===== config.mk =====
export PLATFORM = sky130hd
export DESIGN_NAME = ref_clk_gen
export DESIGN_NICKNAME = d
export VERILOG_FILES = /design/src/rtl/ref_clk_gen_pkg.sv /design/src/rtl/ref_clk_phase_acc.sv /design/src/rtl/ref_clk_gen.sv
export SDC_FILE = /design/constraint.sdc
export NUM_CORES = 1
export LEC_CHECK = 0
export CORE_MARGIN = 2
export CORE_UTILIZATION = 40
export DETAILED_ROUTE_END_ITERATION = 8
export SYNTH_ARGS = -nofsm -noshare
export SYNTH_HDL_FRONTEND = slang
export SYNTH_SLANG_ARGS = --single-unit

===== constraint.sdc =====
create_clock -name clk_i -period 3 [get_ports clk_i]
set_input_delay 0.45 -clock clk_i [delete_from_list [all_inputs] [get_ports clk_i]]
set_output_delay 0.45 -clock clk_i [all_outputs]
set_load 0.05 [all_outputs]

===== src/rtl/ref_clk_gen_pkg.sv =====
// Shared constants and sizing helper for the reference-clock generator.
// The default periods describe a 32.768 kHz reference derived from a 100 MHz system clock.
package ref_clk_gen_pkg;

    localparam int unsigned REF_CLK_PERIOD = 30517;
    localparam int unsigned SYS_CLK_PERIOD = 10;

    // The width leaves headroom for acc + 2*src_period,
    // so the sum can be compared before it wraps.
    function automatic int unsigned acc_width(input int unsigned clk_period,
                                              input int unsigned src_period);
        return $clog2(clk_period + 2 * src_period) + 1;
    endfunction

endpackage


===== src/rtl/ref_clk_phase_acc.sv =====
// Fractional phase accumulator: each enabled cycle adds 2*SRC_PERIOD to the phase.
// It requests one output toggle each time the phase passes CLK_PERIOD.
module ref_clk_phase_acc
    import ref_clk_gen_pkg::*;
#(
    parameter int unsigned CLK_PERIOD = REF_CLK_PERIOD,
    parameter int unsigned SRC_PERIOD = SYS_CLK_PERIOD,
    parameter int unsigned ACC_W      = acc_width(CLK_PERIOD, SRC_PERIOD)
) (
    input  logic clk_i,
    input  logic rst_i,
    input  logic en_i,
    output logic toggle_o
);

    localparam logic [ACC_W-1:0] STEP   = ACC_W'(2 * SRC_PERIOD);
    localparam logic [ACC_W-1:0] PERIOD = ACC_W'(CLK_PERIOD);

    logic [ACC_W-1:0] acc;
    logic [ACC_W-1:0] sum;
    logic             wrap;

    // NOTE: every always_comb output is assigned on every path; otherwise a latch is inferred.
    always_comb begin
        sum  = acc + STEP;
        wrap = (sum >= PERIOD);
    end

    // NOTE: sequential state uses non-blocking assignments, so all flops update together at the edge.
    always_ff @(posedge clk_i) begin
        if (rst_i) begin
            acc <= '0;
        end else if (en_i) begin
            acc <= wrap ? (sum - PERIOD) : sum;
        end
    end

    assign toggle_o = en_i & wrap;

endmodule


===== src/rtl/ref_clk_gen.sv =====
// Reference-clock generator top: the registered clk_o, the edge strobes and the rising-edge counter.
// All outputs come straight from flops; the phase accumulator only says when to toggle.
module ref_clk_gen
    import ref_clk_gen_pkg::*;
#(
    parameter int unsigned CLK_PERIOD = REF_CLK_PERIOD,
    parameter int unsigned SRC_PERIOD = SYS_CLK_PERIOD,
    parameter int unsigned CNT_W      = 32
) (
    input  logic             clk_i,
    input  logic             rst_i,
    input  logic             en_i,
    output logic             clk_o,
    output logic             rise_o,
    output logic             fall_o,
    output logic [CNT_W-1:0] period_cnt_o
);

    // Requiring CLK_PERIOD >= 2*SRC_PERIOD ensures clk_o toggles at most once per clk_i cycle.
    if (CLK_PERIOD == 0 || SRC_PERIOD == 0) begin : g_zero_period
        $error("ref_clk_gen: CLK_PERIOD and SRC_PERIOD must be non-zero");
    end
    if (CLK_PERIOD < 2 * SRC_PERIOD) begin : g_period_too_small
        $error("ref_clk_gen: CLK_PERIOD must be at least 2*SRC_PERIOD");
    end

    logic toggle;

    ref_clk_phase_acc #(
        .CLK_PERIOD (CLK_PERIOD),
        .SRC_PERIOD (SRC_PERIOD)
    ) u_phase_acc (
        .clk_i    (clk_i),
        .rst_i    (rst_i),
        .en_i     (en_i),
        .toggle_o (toggle)
    );

    // Each strobe is computed from the old level, so it is high exactly in the cycle
    // clk_o first shows the new level.
    always_ff @(posedge clk_i) begin
        if (rst_i) begin
            clk_o        <= 1'b0;
            rise_o       <= 1'b0;
            fall_o       <= 1'b0;
            period_cnt_o <= '0;
        end else begin
            rise_o <= 1'b0;
            fall_o <= 1'b0;
            if (toggle) begin
                clk_o  <= ~clk_o;
                rise_o <= ~clk_o;
                fall_o <= clk_o;
                if (!clk_o) begin
                    period_cnt_o <= period_cnt_o + CNT_W'(1);
                end
            end
        end
    end

endmodule


# Word level (Yosys, flattened, before mapping)
# Cells that the tools add are included.
[word_totals]
output_inout_bits = 35
wordCells = 15
inputBits = 3
ff_bits = 51
[classes]
n_reduce_logical = 2
n_mux = 1
n_bitwise = 3
add_sub_neg = 3
magnitude_cmp = 1
[op_table]
columns = ["cell", "count"]
rows = [
  ["adder 32 x 1 -> 32 bit, second input constant", 1],
  ["adder 16 x 5 -> 16 bit, second input constant", 1],
  ["greater-or-equal comparator 16 x 15 -> 1 bit, second input constant", 1],
  ["two-way mux 16 bit", 1],
  ["subtractor 16 x 15 -> 16 bit, second input constant", 1],
  ["NOT 1 bit", 2],
  ["AND reduction 2 bit", 1],
  ["OR reduction 2 bit", 1],
  ["AND 1 bit", 1],
]

# Depth between registers and ports, before layout
# Gate-level depths: netlist of the first run.
[logic_depth]
depth_word = 5
mapped_depth = 12

# Modules after synthesis
# From an unflattened synthesis of the first run, not the netlist that was laid out.
[hier_totals]
hier_cells = 383
area_unflattened_um2 = 3109.2
[modules_own_cells]
columns = ["mod", "n_inst", "area_per_inst_um2", "seq_area_each_um2", "cells_each"]
rows = [
  ["ref_clk_gen", 1, 1631.6, 700.7, 191],
  ["ref_clk_phase_acc", 1, 1477.7, 320.3, 192],
]

# Worst setup path after synthesis of the first run
# OpenSTA, ideal clock, no wires.
[synth_timing]
path_kind = "register to register"
from = "reg u_phase_acc.acc[2]"
to = "reg period_cnt_o[8]"
path_slack_ps = 289
setup_ps = 128
arrival_time_ps = 2583
required_time_ps = 2872
path_stages_with_launch = 12
period_less_slack_ps = 2711
cell_sequence = "dfxtp_1 buf_2 inv_1 ha_1 clkbuf_1 a21oi_1 o32ai_2 a211oi_4 nor4b_4 nand4_1 xor2_1 nor2_1"
[synth_via]
elab_chain_cells = 4
[synth_rtl]
columns = ["element", "line_no", "rtl"]
rows = [
  ["from (decl)", "ref_clk_phase_acc.sv:19", "logic [ACC_W-1:0] acc;"],
  ["from (signal assigned)", "ref_clk_phase_acc.sv:34", "acc <= wrap ? (sum - PERIOD) : sum;"],
  ["adder 16 x 5 -> 16 bit", "ref_clk_phase_acc.sv:25", "sum = acc + STEP;"],
  ["greater-or-equal comparator 16 x 15 -> 1 bit", "ref_clk_phase_acc.sv:26", "wrap = (sum >= PERIOD);"],
  ["AND 1 bit", "ref_clk_phase_acc.sv:38", "assign toggle_o = en_i & wrap;"],
  ["AND reduction 2 bit (no line)", "--", ""],
  ["to (signal assigned)", "ref_clk_gen.sv:55", "period_cnt_o <= period_cnt_o + CNT_W'(1);"],
  ["to (decl)", "ref_clk_gen.sv:16", "output logic [CNT_W-1:0] period_cnt_o"],
]
# Every way passes these cells.
# A chain may end at the register's enable or synchronous reset.

# Final worst setup path of the first run
[layout_timing]
from = "reg u_phase_acc.acc[2]"
to = "reg u_phase_acc.acc[8]"
[layout_via]
elab_chain_cells = 3
word_cells_on_any_way = 4
[layout_rtl]
columns = ["element", "line_no"]
rows = [
  ["adder 16 x 5 -> 16 bit *", "ref_clk_phase_acc.sv:25"],
  ["subtractor 16 x 15 -> 16 bit / greater-or-equal comparator 16 x 15 -> 1 bit (equally long branches)", "ref_clk_phase_acc.sv:34, ref_clk_phase_acc.sv:26"],
  ["two-way mux 16 bit *", "ref_clk_phase_acc.sv:34"],
]
# Mark *: on every way between the ends. The rest lies on a longest branch, timed or not.

==> impl_metrics.sql, run 1 <==
INSERT INTO impl_metrics (metric_group, metric, value, unit) VALUES
('run_status', 'status', 'finished, final reports clean', ''),
('cells_and_area', 'multi_input_comb_area', '2102', 'um2'),
('synthesis', 'count_of_flip_flops_with_a_built_in_enable_after_synthesis', '0', ''),
('cells_and_area', 'nNetsFinal', '434', ''),
('clock_network', 'tritoncts', 'built', ''),
('synthesis', 'synth.lib_cells_used.distinct', '75', ''),
('global_route', 'grt_antenna_before_repair', '0', ''),
('die', 'design.die.area', '8909', 'um2'),
('synthesis', 'synth.cell_area', '3268', 'um2'),
('timing', 'fin_crit', '2.782', 'ns'),
('detailed_routing', 'vias_per_cell', '5.563', ''),
('timing', 'setup-tns-final', '0', 'ns'),
('detailed_routing', 'post-route-drc-count', '0', ''),
('synthesis', 'synth.yosys.seq_area_share', '0.3124', ''),
('timing', 'setup_viol', '0', ''),
('worst_setup_path', 'rrSetupSlack', '0.22', 'ns'),
('worst_setup_path', 'critPathArrivalTime', '2.98', 'ns'),
('placed_design', 'dp_worst_setup_slack', '0.1507', 'ns'),
('clock_network', 'root_buffer', 'sky130_fd_sc_hd__clkbuf_8', ''),
('timing', 'headroom_to_the_max_slew_limit', '0.4644', ''),
('die', 'floorplan.rows', '32', ''),
('synthesis', 'synth_compound_area_frac', '0.1945', ''),
('synthesis', 'synth_fa_ha_area_frac', '0.01914', ''),
('global_route', 'globalRoute.totalOverflow', '0', ''),
('cells_and_area', 'regArea', '1023', 'um2'),
('timing', 'fin_crit_sh', '0.9274', ''),
('synthesis', 'syn-num-nets', '397', ''),
('detailed_routing', 'detail_route.iter0.violations', '174', ''),
('worst_hold_path', 'min_delay_path_depth', '2', ''),
('synthesis', 'syn_inst', '389', ''),
('worst_setup_path', 'critical_path.startpoint_type', 'flop', ''),
('synthesis', 'synth.mux.area_fraction', '0.006508', ''),
('detailed_routing', 'drt.antenna.violating_nets', '0', ''),
('detailed_routing', 'vias', '2943', ''),
('synthesis', 'synth.ff_latch_count', '51', ''),
('worst_setup_path', 'crit_type', 'reg2reg', ''),
('detailed_routing', 'dr.pass1.iters', '4', ''),
('worst_hold_path', 'hp-start', 'period_cnt_o[31]', ''),
('cells_and_area', 'share_of_layout_cells_above_drive_strength_1', '0.1241', ''),
('power_and_ir_drop', 'pwr_density_cell', '340.7', 'nW/um2'),
('cells_and_area', 'diodes', '0', ''),
('global_route', 'global_route_wire_length_before_repair', '13770', 'um'),
('synthesis', 'synth-xor-area-share', '0.1286', ''),
('job', 'max-cap-violations', '0', ''),
('placed_design', 'portBuffers', '37', ''),
('synthesis', 'synthArstFlopShare', '0', ''),
('placed_design', 'gp_congestion', '0.9575', ''),
('detailed_routing', 'wl_per_cell', '15.07', 'um'),
('power_and_ir_drop', 'peakVddDrop', '0.0001527', 'V'),
('synthesis', 'syn-mean-instance-area', '8.401', 'um2'),
('clock_network', 'post_cts.repair.setup_buffers', '0', ''),
('die', 'design.portCount', '38', ''),
('timing', 'timing.final.max_slew_violations', '0', ''),
('synthesis', 'synthesis.yosys.warnings', '0', ''),
('placed_design', 'dp.final_hpwl', '5693', 'um'),
('clock_network', 'cts_made_buffers', '5', ''),
('die', 'start_util', '0.4186', ''),
('power_and_ir_drop', 'p_leak', '1.402', 'nW'),
('worst_setup_path', 'worst_setup_path_end_kind', 'flop', ''),
('synthesis', 'synth_ff_type', 'sky130_fd_sc_hd__dfxtp_1', ''),
('clock_network', 'clk_pin_slew', '0.09', 'ns'),
('die', 'die_height', '94.39', 'um'),
('synthesis', 'post_synth_and_or_nand_nor_area_fraction', '0.2913', ''),
('worst_hold_path', 'worstHoldEndpoint', 'period_cnt_o[31]', ''),
('timing', 'grt_setup_unrepaired', 'false', ''),
('timing', 'max_freq', '359.4', 'MHz'),
('clock_network', 'cts_num_sinks', '51', ''),
('die', 'fp.coreArea', '7807', 'um2'),
('clock_network', 'cts-root-to-sink-buffers', '2', ''),
('worst_setup_path', 'worstPathRequired', '3.20', 'ns'),
('global_route', 'pin_count_of_the_biggest_net_entering_global_routing', '45', '');
## cells by family (layout without fill, tap and decap cells)
family,Yosys count,after routing
flip-flops,51,51
buffers and inverters,34,72
AND/OR/NAND/NOR,168,168
AO/OA/AOI/OAI,84,84
multiplexers,2,2
adder cells (fa/ha/maj),5,5
XOR/XNOR,45,45
## area by class of cell
cell class,instances,share of cell area
multi-input cells,304,0.5425
flip-flops and latches,51,0.2641
repair buffers,53,0.1253
well taps,102,0.03293
clock buffers,7,0.02228
inverters,11,0.01066
clock inverters,1,0.002260
## how the worst max path moves through the flow
stage                             startpoint            endpoint  slack, ns
after floorplan           u_phase_acc.acc[2]     period_cnt_o[8]       0.29
after global placement    u_phase_acc.acc[2]  u_phase_acc.acc[5]       0.22
after detailed placement  u_phase_acc.acc[2]  u_phase_acc.acc[5]       0.15
after CTS                 u_phase_acc.acc[2]  u_phase_acc.acc[5]       0.13
after global routing      u_phase_acc.acc[8]  u_phase_acc.acc[4]       0.08
final                     u_phase_acc.acc[2]  u_phase_acc.acc[8]       0.22
## synth_stat cells, types with 3 or more instances
cell | n | area, um2
sky130_fd_sc_hd__nor2_1 | 59 | 221.5
sky130_fd_sc_hd__dfxtp_1 | 51 | 1021
sky130_fd_sc_hd__xor2_1 | 31 | 271.5
sky130_fd_sc_hd__nand2_1 | 24 | 90.09
sky130_fd_sc_hd__a21oi_1 | 22 | 110.1
sky130_fd_sc_hd__nand3_1 | 17 | 85.08
sky130_fd_sc_hd__xnor2_1 | 12 | 105.1
sky130_fd_sc_hd__inv_1 | 11 | 41.29
sky130_fd_sc_hd__clkbuf_1 | 10 | 37.54
sky130_fd_sc_hd__o21ai_0 | 10 | 50.05
sky130_fd_sc_hd__nand2b_1 | 9 | 56.30
sky130_fd_sc_hd__nor3_1 | 9 | 45.04
sky130_fd_sc_hd__nand4_1 | 8 | 50.05
sky130_fd_sc_hd__a211oi_1 | 6 | 45.04
sky130_fd_sc_hd__and4_1 | 6 | 52.55
sky130_fd_sc_hd__and3_1 | 5 | 31.28
sky130_fd_sc_hd__buf_2 | 5 | 25.02
sky130_fd_sc_hd__buf_4 | 5 | 37.54
sky130_fd_sc_hd__ha_1 | 5 | 62.56
sky130_fd_sc_hd__a31o_1 | 4 | 35.03
sky130_fd_sc_hd__or3_1 | 4 | 25.02
sky130_fd_sc_hd__a311oi_1 | 3 | 26.28
sky130_fd_sc_hd__a31o_2 | 3 | 26.28
sky130_fd_sc_hd__nor3b_1 | 3 | 22.52
sky130_fd_sc_hd__o31ai_1 | 3 | 22.52
sky130_fd_sc_hd__o32ai_1 | 3 | 26.28
## registers in the layout (all words and copies together) (netlist names)
register and count:
clk_o 1, fall_o 1, period_cnt_o 32, rise_o 1
u_phase_acc.acc 16
## repair_timing
action / 4_1_cts / 5_1_grt
resized for setup: 0 / 5
endpoints found under the setup margin: 0 / 21
hold buffers: 0 / 0
## critical path, cell delays in order (launching register included)
cell	delay (ns)
sky130_fd_sc_hd__dfxtp_1	0.35
sky130_fd_sc_hd__ha_2	0.30
sky130_fd_sc_hd__a211oi_1	0.12
sky130_fd_sc_hd__o211a_1	0.25
sky130_fd_sc_hd__o31a_1	0.39
sky130_fd_sc_hd__a211oi_4	0.53
sky130_fd_sc_hd__nor3_1	0.15
sky130_fd_sc_hd__xnor2_1	0.27
sky130_fd_sc_hd__a21oi_1	0.12
sky130_fd_sc_hd__a31o_1	0.19
## per-stage QoR
stage / std cells / util / cell area, um2 / power (mW)
final: 529 / 0.4963 / 3875 / 1.320
after global routing: 529 / 0.4963 / 3875 / 1.383
after CTS: 529 / 0.4947 / 3862 / 1.338
after floorplan: 389 / - / 3268 / 0.8617
after detailed placement: 521 / 0.4825 / 3767 / 0.9082
after global placement: 521 / 0.4825 / 3767 / 0.9063
## where the power goes
| group | internal (mW) | total [mW] | switching, mW |
|---|---|---|---|
| combinational | 0.0701 | 0.193 | 0.123 |
| sequential | 0.686 | 0.704 | 0.0173 |
| clock | 0.190 | 0.424 | 0.234 |
| total | 0.946 | 1.32 | 0.374 |
## routing by layer
| metal | wire [um] | track usage |
|---|---|---|
| met1 | 3908 | 0.2679 |
| met2 | 3595 | 0.3006 |
| met3 | 334 | 0.03033 |
| met4 | 132 | 0.05676 |
| met5 | 0 | 0 |
## layout by cell type (no fill, tap or decap), types with 3 or more instances in the layout
cell and n:
sky130_fd_sc_hd__o31ai_1 3, sky130_fd_sc_hd__nor3b_1 3, sky130_fd_sc_hd__clkbuf_8 6, sky130_fd_sc_hd__a311oi_1 3, sky130_fd_sc_hd__nor3_1 9, sky130_fd_sc_hd__clkdlybuf4s50_1 36
sky130_fd_sc_hd__a21oi_1 22, sky130_fd_sc_hd__and3_1 5, sky130_fd_sc_hd__ha_1 4, sky130_fd_sc_hd__o32ai_1 3, sky130_fd_sc_hd__a31o_2 3, sky130_fd_sc_hd__o21ai_0 10
sky130_fd_sc_hd__or3_1 4, sky130_fd_sc_hd__nand2b_1 9, sky130_fd_sc_hd__buf_4 16, sky130_fd_sc_hd__nor2_1 59, sky130_fd_sc_hd__nand4_1 8, sky130_fd_sc_hd__nand2_1 24
sky130_fd_sc_hd__a31o_1 4, sky130_fd_sc_hd__and4_1 5, sky130_fd_sc_hd__xor2_1 31, sky130_fd_sc_hd__nand3_1 17, sky130_fd_sc_hd__inv_1 11, sky130_fd_sc_hd__a211oi_1 6
sky130_fd_sc_hd__dfxtp_1 49, sky130_fd_sc_hd__xnor2_1 12
Power figures use the tool's default switching activity.
==> run 2: changes to the inputs <==
--- a/config.mk
+++ b/config.mk
@@ -7,7 +7,9 @@
 export LEC_CHECK = 0
 export CORE_MARGIN = 2
 export CORE_UTILIZATION = 40
+export CTS_CLUSTER_SIZE = 20
 export DETAILED_ROUTE_END_ITERATION = 8
+export PLACE_DENSITY = 0.66
 export SYNTH_ARGS = -nofsm -noshare
 export SYNTH_HDL_FRONTEND = slang
 export SYNTH_SLANG_ARGS = --single-unit
==> run 2 against run 1 <==
Effect of this change:
- via count is 1.4% lower
- non-clock buffer count rose by 1
- combinational power is essentially flat
- hold slack lost 0.0072 ns
- register-to-register slack got worse by 0.03 ns
- cell count is 0.19% higher
- critical path type unchanged
- largest power group unchanged
- sequential power barely moved
- global-route usage down 0.82 points
- largest cell class unchanged
- design area rose by 0.48%
- total power increased by 1.0%
- wire length is 0.92% lower
- clock power increased by 2%
==> impl_metrics.sql, run 2 (same netlist as run 1, synthesis figures left out) <==
INSERT INTO impl_metrics (metric_group, metric, value, unit) VALUES
('die', 'fp.coreArea', '7807', 'um2'),
('die', 'design.portCount', '38', ''),
('clock_network', 'clk_pin_slew', '0.10', 'ns'),
('detailed_routing', 'post-route-drc-count', '0', ''),
('clock_network', 'cts_made_buffers', '5', ''),
('global_route', 'track_usage', '0.1820', ''),
('clock_network', 'worst_skew_pair.late_latency', '0.32', 'ns'),
('run_status', 'status', 'finished, final reports clean', ''),
('detailed_routing', 'dr.pass1.iters', '5', ''),
('worst_setup_path', 'r2r_end', 'u_phase_acc.acc[5]', ''),
('clock_network', 'cts_num_sinks', '51', ''),
('timing', 'fin_crit_sh', '0.9365', ''),
('worst_setup_path', 'r2r_cells', '8', ''),
('cells_and_area', 'share_of_layout_cells_above_drive_strength_1', '0.1238', ''),
('cells_and_area', 'largest_reg_flops', '32', ''),
('detailed_routing', 'detail_route.iter0.violations', '179', ''),
('cells_and_area', 'synthToLayoutAreaGrowth', '19.14', '%'),
('die', 'die_w', '94.39', 'um'),
('timing', 'max_freq', '356.0', 'MHz'),
('cells_and_area', 'diodes', '0', ''),
('global_route', 'globalRoute.totalOverflow', '0', ''),
('detailed_routing', 'vias_per_cell', '5.474', ''),
('worst_setup_path', 'timing.critical_path.from', 'u_phase_acc.acc[4]', ''),
('placed_design', 'dp_worst_setup_slack', '0.1627', 'ns'),
('power_and_ir_drop', 'pwr_density_cell', '342.5', 'nW/um2'),
('timing', 'timing.final.max_slew_violations', '0', ''),
('worst_setup_path', 'critical_path.startpoint_type', 'flop', ''),
('worst_setup_path', 'worst_setup_path_end_kind', 'flop', ''),
('cells_and_area', 'nNetsFinal', '435', ''),
('cells_and_area', 'layout.cells.most_common', 'sky130_fd_sc_hd__nor2_1', ''),
('timing', 'timing.clock.skew', '0.01406', 'ns'),
('power_and_ir_drop', 'p_leak', '1.410', 'nW'),
('die', 'floorplan.rows', '32', ''),
('die', 'die_height', '94.39', 'um'),
('worst_setup_path', 'setup.worst_path.end', 'u_phase_acc.acc[5]', ''),
('placed_design', 'dp.final_hpwl', '5541', 'um'),
('die', 'design.die.area', '8909', 'um2'),
('detailed_routing', 'wl', '7897', 'um'),
('power_and_ir_drop', 'peakVddDrop', '0.0002007', 'V'),
('placed_design', 'gp_congestion', '0.8883', ''),
('cells_and_area', 'biggestRegsByFlops', 'period_cnt_o: 32 flops, u_phase_acc.acc: 16 flops', ''),
('worst_setup_path', 'worst_r2r_startpoint', 'u_phase_acc.acc[4]', ''),
('clock_network', 'tritoncts', 'built', ''),
('cells_and_area', 'max_flop_register', 'period_cnt_o', ''),
('worst_setup_path', 'timing.critical_path.cells', 'a21oi_2 -> nor4b_4 -> xor2_2 -> a211o_2 -> nand2_4 -> o31ai_1 -> or4_1 -> a21oi_1', ''),
('worst_setup_path', 'rrSetupSlack', '0.19', 'ns'),
('clock_network', 'cts-root-to-sink-buffers', '2', ''),
('die', 'start_util', '0.4186', ''),
('cells_and_area', 'filler_cell_count', '758', ''),
('global_route', 'grt_pass1_vias', '2727', ''),
('detailed_routing', 'wl_per_cell', '14.90', 'um'),
('clock_network', 'holdBufCountCts', '0', ''),
('timing', 'final-hold-violation-count', '0', ''),
('worst_setup_path', 'critPathMaxFanout', '13', ''),
('worst_setup_path', 'worstPathRequired', '3.24', 'ns'),
('timing', 'post-route-worst-setup-slack', '0.1906', 'ns'),
('worst_setup_path', 'critPathArrivalTime', '3.05', 'ns'),
('worst_setup_path', 'critical_path.slowest_cell', 'sky130_fd_sc_hd__dfxtp_1', ''),
('global_route', 'pin_count_of_the_biggest_net_entering_global_routing', '38', ''),
('timing', 'fin_crit', '2.809', 'ns'),
('job', 'max-cap-violations', '0', ''),
('timing', 'setup_viol', '0', ''),
('cells_and_area', 'postLayoutCoreUtil', '0.4987', ''),
('worst_setup_path', 'crit_type', 'reg2reg', ''),
('worst_hold_path', 'holdCritPathClass', 'reg2reg', ''),
('global_route', 'grt_antenna_before_repair', '0', ''),
('timing', 'worstMarginPinSlew', '0.6254', 'ns'),
('clock_network', 'root_buffer', 'sky130_fd_sc_hd__clkbuf_8', ''),
('detailed_routing', 'vias', '2901', ''),
('clock_network', 'clock_tree.htree_level_count', '2', ''),
('global_route', 'global_route_wire_length_before_repair', '13100', 'um'),
('cells_and_area', 'most-common-layout-cells', 'sky130_fd_sc_hd__nor2_1 (59), sky130_fd_sc_hd__dfxtp_1 (50), sky130_fd_sc_hd__clkdlybuf4s50_1 (36), sky130_fd_sc_hd__xor2_1 (31), sky130_fd_sc_hd__nand2_1 (24)', ''),
('placed_design', 'portBuffers', '37', ''),
('timing', 'headroom_to_the_max_slew_limit', '0.5831', ''),
('worst_hold_path', 'min_delay_path_depth', '2', ''),
('worst_setup_path', 'crit_path_max_incr_delay', '0.62', 'ns'),
('detailed_routing', 'drt.antenna.violating_nets', '0', '');
## run 2: layer usage
| layer | wire length, um | vias to the layer above | share of wire | track usage |
|---|---|---|---|---|
| li1 | - | 1453 | - | - |
| met1 | 3649 | 1376 | 0.46 | 0.2433 |
| met2 | 3752 | 68 | 0.48 | 0.3048 |
| met3 | 433 | 4 | 0.055 | 0.03512 |
| met4 | 61 | 0 | 0.0077 | 0.04227 |
| met5 | 0 | - | 0 | 0 |
## run 2: through the flow
step | TNS [ns] | cells | cell area, um2 | power, mW | hold slack (ns)
after floorplan | 0 | 389 | 3268 | 0.8617 | 0.5092
after global placement | 0 | 519 | 3752 | 0.9063 | 0.4725
after detailed placement | 0 | 519 | 3752 | 0.9086 | 0.4825
after CTS | 0 | 527 | 3849 | 1.337 | 0.4961
after global routing | -0.008348 | 530 | 3894 | 1.390 | 0.5419
final | 0 | 530 | 3894 | 1.334 | 0.4919
## run 2: what timing repair did
item                                    in CTS  in global routing
setup buffers                                0                  3
endpoints found under the setup margin       0                 10
resized for setup                            0                  4
## run 2: cell type report
cell class / instances / area (um2) / share of cell area
flip-flops and latches: 51 / 1022 / 0.2625
well taps: 102 / 127.6 / 0.03278
multi-input cells: 304 / 2113 / 0.5427
clock buffers: 5 / 68.82 / 0.01767
inverters: 11 / 41.29 / 0.01060
repair buffers: 54 / 493.0 / 0.1266
clock inverters: 3 / 27.53 / 0.007069
## run 2: worst max-delay path: cells and delay by family, from the launching register on
| family | cells | cell delay (ns) |
|---|---|---|
| simple gates | 3 | 1.11 |
| compound gates | 4 | 0.81 |
| flops | 1 | 0.62 |
| xor+xnor | 1 | 0.19 |
## run 2: where the power goes
| part | switching (mW) | internal [mW] | total (mW) | leakage, nW |
|---|---|---|---|---|
| sequential | 0.0174 | 0.686 | 0.704 | 0.413 |
| clock | 0.262 | 0.172 | 0.434 | 0.0463 |
| combinational | 0.122 | 0.0743 | 0.196 | 0.951 |
| total | 0.401 | 0.933 | 1.33 | 1.41 |
## run 2: worst min-delay path by stage
stage | startpoint | to | slack (ns)
CTS | period_cnt_o[31] | period_cnt_o[31] | 0.50
floorplan | u_phase_acc.acc[14] | u_phase_acc.acc[14] | 0.51
finish | period_cnt_o[31] | period_cnt_o[31] | 0.49
global route | period_cnt_o[31] | period_cnt_o[31] | 0.54
detailed placement | period_cnt_o[31] | period_cnt_o[31] | 0.48
global placement | period_cnt_o[31] | period_cnt_o[31] | 0.47
==> run 3: changes to the inputs <==
--- a/config.mk
+++ b/config.mk
@@ -5,7 +5,8 @@
 export SDC_FILE = /design/constraint.sdc
 export NUM_CORES = 1
 export LEC_CHECK = 0
-export CORE_MARGIN = 2
+export ABC_AREA = 1
+export CORE_MARGIN = 10
 export CORE_UTILIZATION = 40
 export CTS_CLUSTER_SIZE = 20
 export DETAILED_ROUTE_END_ITERATION = 8
==> run 3 against run 2 <==
Effect of this change:
- die area grew 43%
- register-to-register slack gained 0.25 ns
- worst setup slack gained 0.25 ns
- count of clock-buffer cells in the layout is the same
- wire length grew 14%
- largest cell class unchanged
==> impl_metrics.sql, run 3 <==
INSERT INTO impl_metrics (metric_group, metric, value, unit) VALUES
('timing', 'grt_setup_unrepaired', 'false', ''),
('worst_setup_path', 'timing.critical_path.cells', 'ha_1 -> nor2_2 -> nor2_4 -> nand4_1 -> nand2_1 -> nand2_1 -> nor2_2 -> nand3_2 -> nand2_4 -> nand3_4 -> clkinv_2 -> nand2_1 -> a21oi_1', ''),
('global_route', 'grt_pass1_vias', '3301', ''),
('clock_network', 'post_cts_resized', '0', ''),
('synthesis', 'synth.lib_cells_used.distinct', '33', ''),
('clock_network', 'root_buffer', 'sky130_fd_sc_hd__clkbuf_8', ''),
('die', 'die_w', '112.7', 'um'),
('synthesis', 'syn-num-nets', '543', ''),
('cells_and_area', 'synthToLayoutAreaGrowth', '15.04', '%'),
('synthesis', 'synth_most_common_cell', 'sky130_fd_sc_hd__nand2_1', ''),
('placed_design', 'dp.final_hpwl', '6858', 'um'),
('die', 'floorplan.rows', '33', ''),
('cells_and_area', 'share_of_layout_cells_above_drive_strength_1', '0.09877', ''),
('synthesis', 'synth_ff_type', 'sky130_fd_sc_hd__dfxtp_1', ''),
('worst_setup_path', 'worst_r2r_startpoint', 'u_phase_acc.acc[2]', ''),
('detailed_routing', 'dr.pass1.iters', '5', ''),
('die', 'start_util', '0.4140', ''),
('cells_and_area', 'nNetsFinal', '574', ''),
('worst_setup_path', 'r2r_end', 'period_cnt_o[0]', ''),
('placed_design', 'portBuffers', '37', ''),
('die', 'fp.coreArea', '8299', 'um2'),
('worst_setup_path', 'worst_setup_path_end_kind', 'flop', ''),
('clock_network', 'cts_num_sinks', '51', ''),
('timing', 'max_freq', '391.2', 'MHz'),
('global_route', 'pin_count_of_the_biggest_net_entering_global_routing', '35', ''),
('detailed_routing', 'vias', '3464', ''),
('detailed_routing', 'wl', '9010', 'um'),
('power_and_ir_drop', 'p_leak', '1.487', 'nW'),
('die', 'design.portCount', '38', ''),
('synthesis', 'yosys-top-cells-count', 'sky130_fd_sc_hd__nand2_1 (175), sky130_fd_sc_hd__dfxtp_1 (51), sky130_fd_sc_hd__inv_1 (48)', ''),
('worst_setup_path', 'r2r_cells', '13', ''),
('timing', 'timing.clock.skew', '0.008563', 'ns'),
('detailed_routing', 'detail_route.iter0.violations', '179', ''),
('worst_setup_path', 'worstPathRequired', '3.25', 'ns'),
('synthesis', 'synth_top_cells_by_area', 'sky130_fd_sc_hd__dfxtp_1 (30%), sky130_fd_sc_hd__nand2_1 (19%), sky130_fd_sc_hd__xor2_1 (6.4%)', ''),
('placed_design', 'dp_worst_setup_slack', '0.4503', 'ns'),
('synthesis', 'synth.ff_latch_count', '51', ''),
('worst_setup_path', 'crit_top_cell', 'sky130_fd_sc_hd__nand2_1', ''),
('worst_setup_path', 'timing.critical_path.from', 'u_phase_acc.acc[2]', ''),
('synthesis', 'synthArstFlopShare', '0', ''),
('global_route', 'globalRoute.totalOverflow', '0', ''),
('detailed_routing', 'vias_per_cell', '5.155', ''),
('synthesis', 'synth.yosys.seq_area_share', '0.2972', ''),
('worst_setup_path', 'crit_path_max_incr_delay', '0.40', 'ns'),
('detailed_routing', 'drt.antenna.violating_nets', '0', ''),
('power_and_ir_drop', 'pwr_density_cell', '317.3', 'nW/um2'),
('worst_setup_path', 'critical_path.startpoint_type', 'flop', ''),
('timing', 'fin_crit', '2.557', 'ns'),
('timing', 'setup_viol', '0', ''),
('worst_setup_path', 'rrSetupSlack', '0.44', 'ns'),
('worst_hold_path', 'hp-start', 'period_cnt_o[30]', ''),
('run_status', 'status', 'finished, final reports clean', ''),
('worst_hold_path', 'min_delay_path_depth', '2', ''),
('timing', 'timing.final.max_slew_violations', '0', ''),
('worst_setup_path', 'crit_type', 'reg2reg', ''),
('worst_hold_path', 'worstHoldEndpoint', 'period_cnt_o[30]', ''),
('synthesis', 'yosysTopAreaCellShare', '0.2972', ''),
('placed_design', 'gp_congestion', '0.9314', ''),
('synthesis', 'synth.cell_area', '3436', 'um2'),
('worst_setup_path', 'critPathTopFamily', 'simple AND/OR/NAND/NOR gates', ''),
('cells_and_area', 'most-common-layout-cells', 'sky130_fd_sc_hd__nand2_1 (175), sky130_fd_sc_hd__dfxtp_1 (51), sky130_fd_sc_hd__inv_1 (48), sky130_fd_sc_hd__nor2_1 (44), sky130_fd_sc_hd__a21oi_1 (38)', ''),
('detailed_routing', 'post-route-drc-count', '0', ''),
('worst_setup_path', 'critPathArrivalTime', '2.80', 'ns'),
('detailed_routing', 'wl_per_cell', '13.41', 'um'),
('global_route', 'track_usage', '0.1433', ''),
('global_route', 'global_route_wire_length_before_repair', '15570', 'um'),
('cells_and_area', 'max_flop_register', 'period_cnt_o', ''),
('die', 'die_height', '112.7', 'um'),
('worst_setup_path', 'critical_path.slowest_cell', 'sky130_fd_sc_hd__dfxtp_1', ''),
('synthesis', 'count_of_flip_flops_with_a_built_in_enable_after_synthesis', '0', ''),
('synthesis', 'syn_inst', '535', ''),
('timing', 'final-hold-violation-count', '0', ''),
('clock_network', 'clock_tree.htree_level_count', '2', ''),
('synthesis', 'synthDominantAreaCellType', 'sky130_fd_sc_hd__dfxtp_1', ''),
('synthesis', 'syn-mean-instance-area', '6.422', 'um2'),
('timing', 'headroom_to_the_max_slew_limit', '0.6516', ''),
('worst_setup_path', 'critPathMaxFanout', '32', ''),
('die', 'design.die.area', '12700', 'um2'),
('worst_hold_path', 'holdCritPathClass', 'reg2reg', ''),
('cells_and_area', 'largest_reg_flops', '32', ''),
('cells_and_area', 'layout.cells.most_common', 'sky130_fd_sc_hd__nand2_1', ''),
('clock_network', 'cts_made_buffers', '5', ''),
('clock_network', 'holdBufCountCts', '0', ''),
('global_route', 'grt_antenna_before_repair', '0', ''),
('timing', 'fin_crit_sh', '0.8522', ''),
('clock_network', 'post_cts.repair.setup_buffers', '0', ''),
('worst_setup_path', 'worst-path-buf-inv', '1', ''),
('clock_network', 'tritoncts', 'built', ''),
('timing', 'post-route-worst-setup-slack', '0.4435', 'ns'),
('timing', 'setup-tns-final', '0', 'ns'),
('synthesis', 'synthesis.yosys.warnings', '0', ''),
('job', 'max-cap-violations', '0', ''),
('timing', 'worstMarginPinSlew', '0.5209', 'ns'),
('clock_network', 'cts-root-to-sink-buffers', '2', ''),
('clock_network', 'clk_pin_slew', '0.10', 'ns'),
('clock_network', 'worst_skew_pair.late_latency', '0.31', 'ns'),
('cells_and_area', 'biggestRegsByFlops', 'period_cnt_o: 32 flops, u_phase_acc.acc: 16 flops', ''),
('cells_and_area', 'diodes', '0', ''),
('power_and_ir_drop', 'peakVddDrop', '0.0001988', 'V');
[run 3: changes by cell type in the layout (fill, tap and decap cells not counted), sizes merged, moves of 6 or more]
cell,before,now
nand3,18,36
nor2,60,53
a21oi,24,48
nand2b,9,0
a211oi,7,0
and4,6,0
inv,12,52
nand2,25,191
buf,18,4
xor2,33,25
a31o,7,0
[run 3: metrics by stage]
step	hold WS [ns]	utilization	instances	power [mW]	instance area (um2)
2_1_floorplan	0.4644	-	535	0.8243	3436
3_3_place_gp	0.4743	0.4656	664	0.8542	3864
3_5_place_dp	0.4836	0.4656	664	0.8559	3864
4_1_cts	0.5009	0.4763	672	1.267	3953
5_1_grt	0.5285	0.4763	672	1.312	3953
6_report	0.4982	0.4763	672	1.254	3953
[run 3: cells by family (layout without fill, tap and decap cells)]
kind of cell,count (synthesis),in the layout,synth area share
AND/OR/NAND/NOR,311,311,0.4039
buffers and inverters,69,101,0.08485
XOR/XNOR,36,36,0.09177
AO/OA/AOI/OAI,63,63,0.1041
flip-flops,51,51,0.2972
adder cells (fa/ha/maj),5,5,0.01821
[run 3: routing by layer]
layer | share of wire | global-route usage
met2 | 0.45 | 0.2273
met1 | 0.48 | 0.1884
met3 | 0.065 | 0.03514
met5 | 0 | 0
met4 | 0.0084 | 0.03807
[run 3: how the worst max path moves through the flow]
| stage | endpoint | slack, ns | depth (start not counted) |
|---|---|---|---|
| 2_1_floorplan | period_cnt_o[26] | 0.81 | 11 |
| 3_3_place_gp | period_cnt_o[21] | 0.54 | 14 |
| 3_5_place_dp | period_cnt_o[0] | 0.45 | 14 |
| 4_1_cts | period_cnt_o[0] | 0.44 | 13 |
| 5_1_grt | period_cnt_o[18] | 0.08 | 14 |
| 6_report | period_cnt_o[0] | 0.44 | 13 |
[run 3: worst reg2reg max path: stages (launching register included)]
cell                       delay [ns]
sky130_fd_sc_hd__dfxtp_1         0.40
sky130_fd_sc_hd__ha_1            0.23
sky130_fd_sc_hd__nor2_2          0.07
sky130_fd_sc_hd__nor2_4          0.18
sky130_fd_sc_hd__nand4_1         0.10
sky130_fd_sc_hd__nand2_1         0.18
sky130_fd_sc_hd__nand2_1         0.11
sky130_fd_sc_hd__nor2_2          0.12
sky130_fd_sc_hd__nand3_2         0.12
sky130_fd_sc_hd__nand2_4         0.23
sky130_fd_sc_hd__nand3_4         0.10
sky130_fd_sc_hd__clkinv_2        0.38
sky130_fd_sc_hd__nand2_1         0.13
sky130_fd_sc_hd__a21oi_1         0.15
[run 3: final cells by class]
type / count / area (um2)
tap: 105 / 131.4
multi-input combinational: 415 / 2123
clock inverter: 3 / 20.02
fill: 862 / 4347
inverter: 53 / 200.2
timing repair buffer: 40 / 387.9
sequential: 51 / 1021
clock buffer: 5 / 68.82
[run 3: where the power goes]
group | leakage (nW) | internal [mW] | total, mW | switching, mW
Sequential | 0.413 | 0.689 | 0.705 | 0.0157
Clock | 0.0402 | 0.163 | 0.412 | 0.249
Combinational | 1.03 | 0.0403 | 0.137 | 0.0971
Total | 1.49 | 0.892 | 1.25 | 0.362
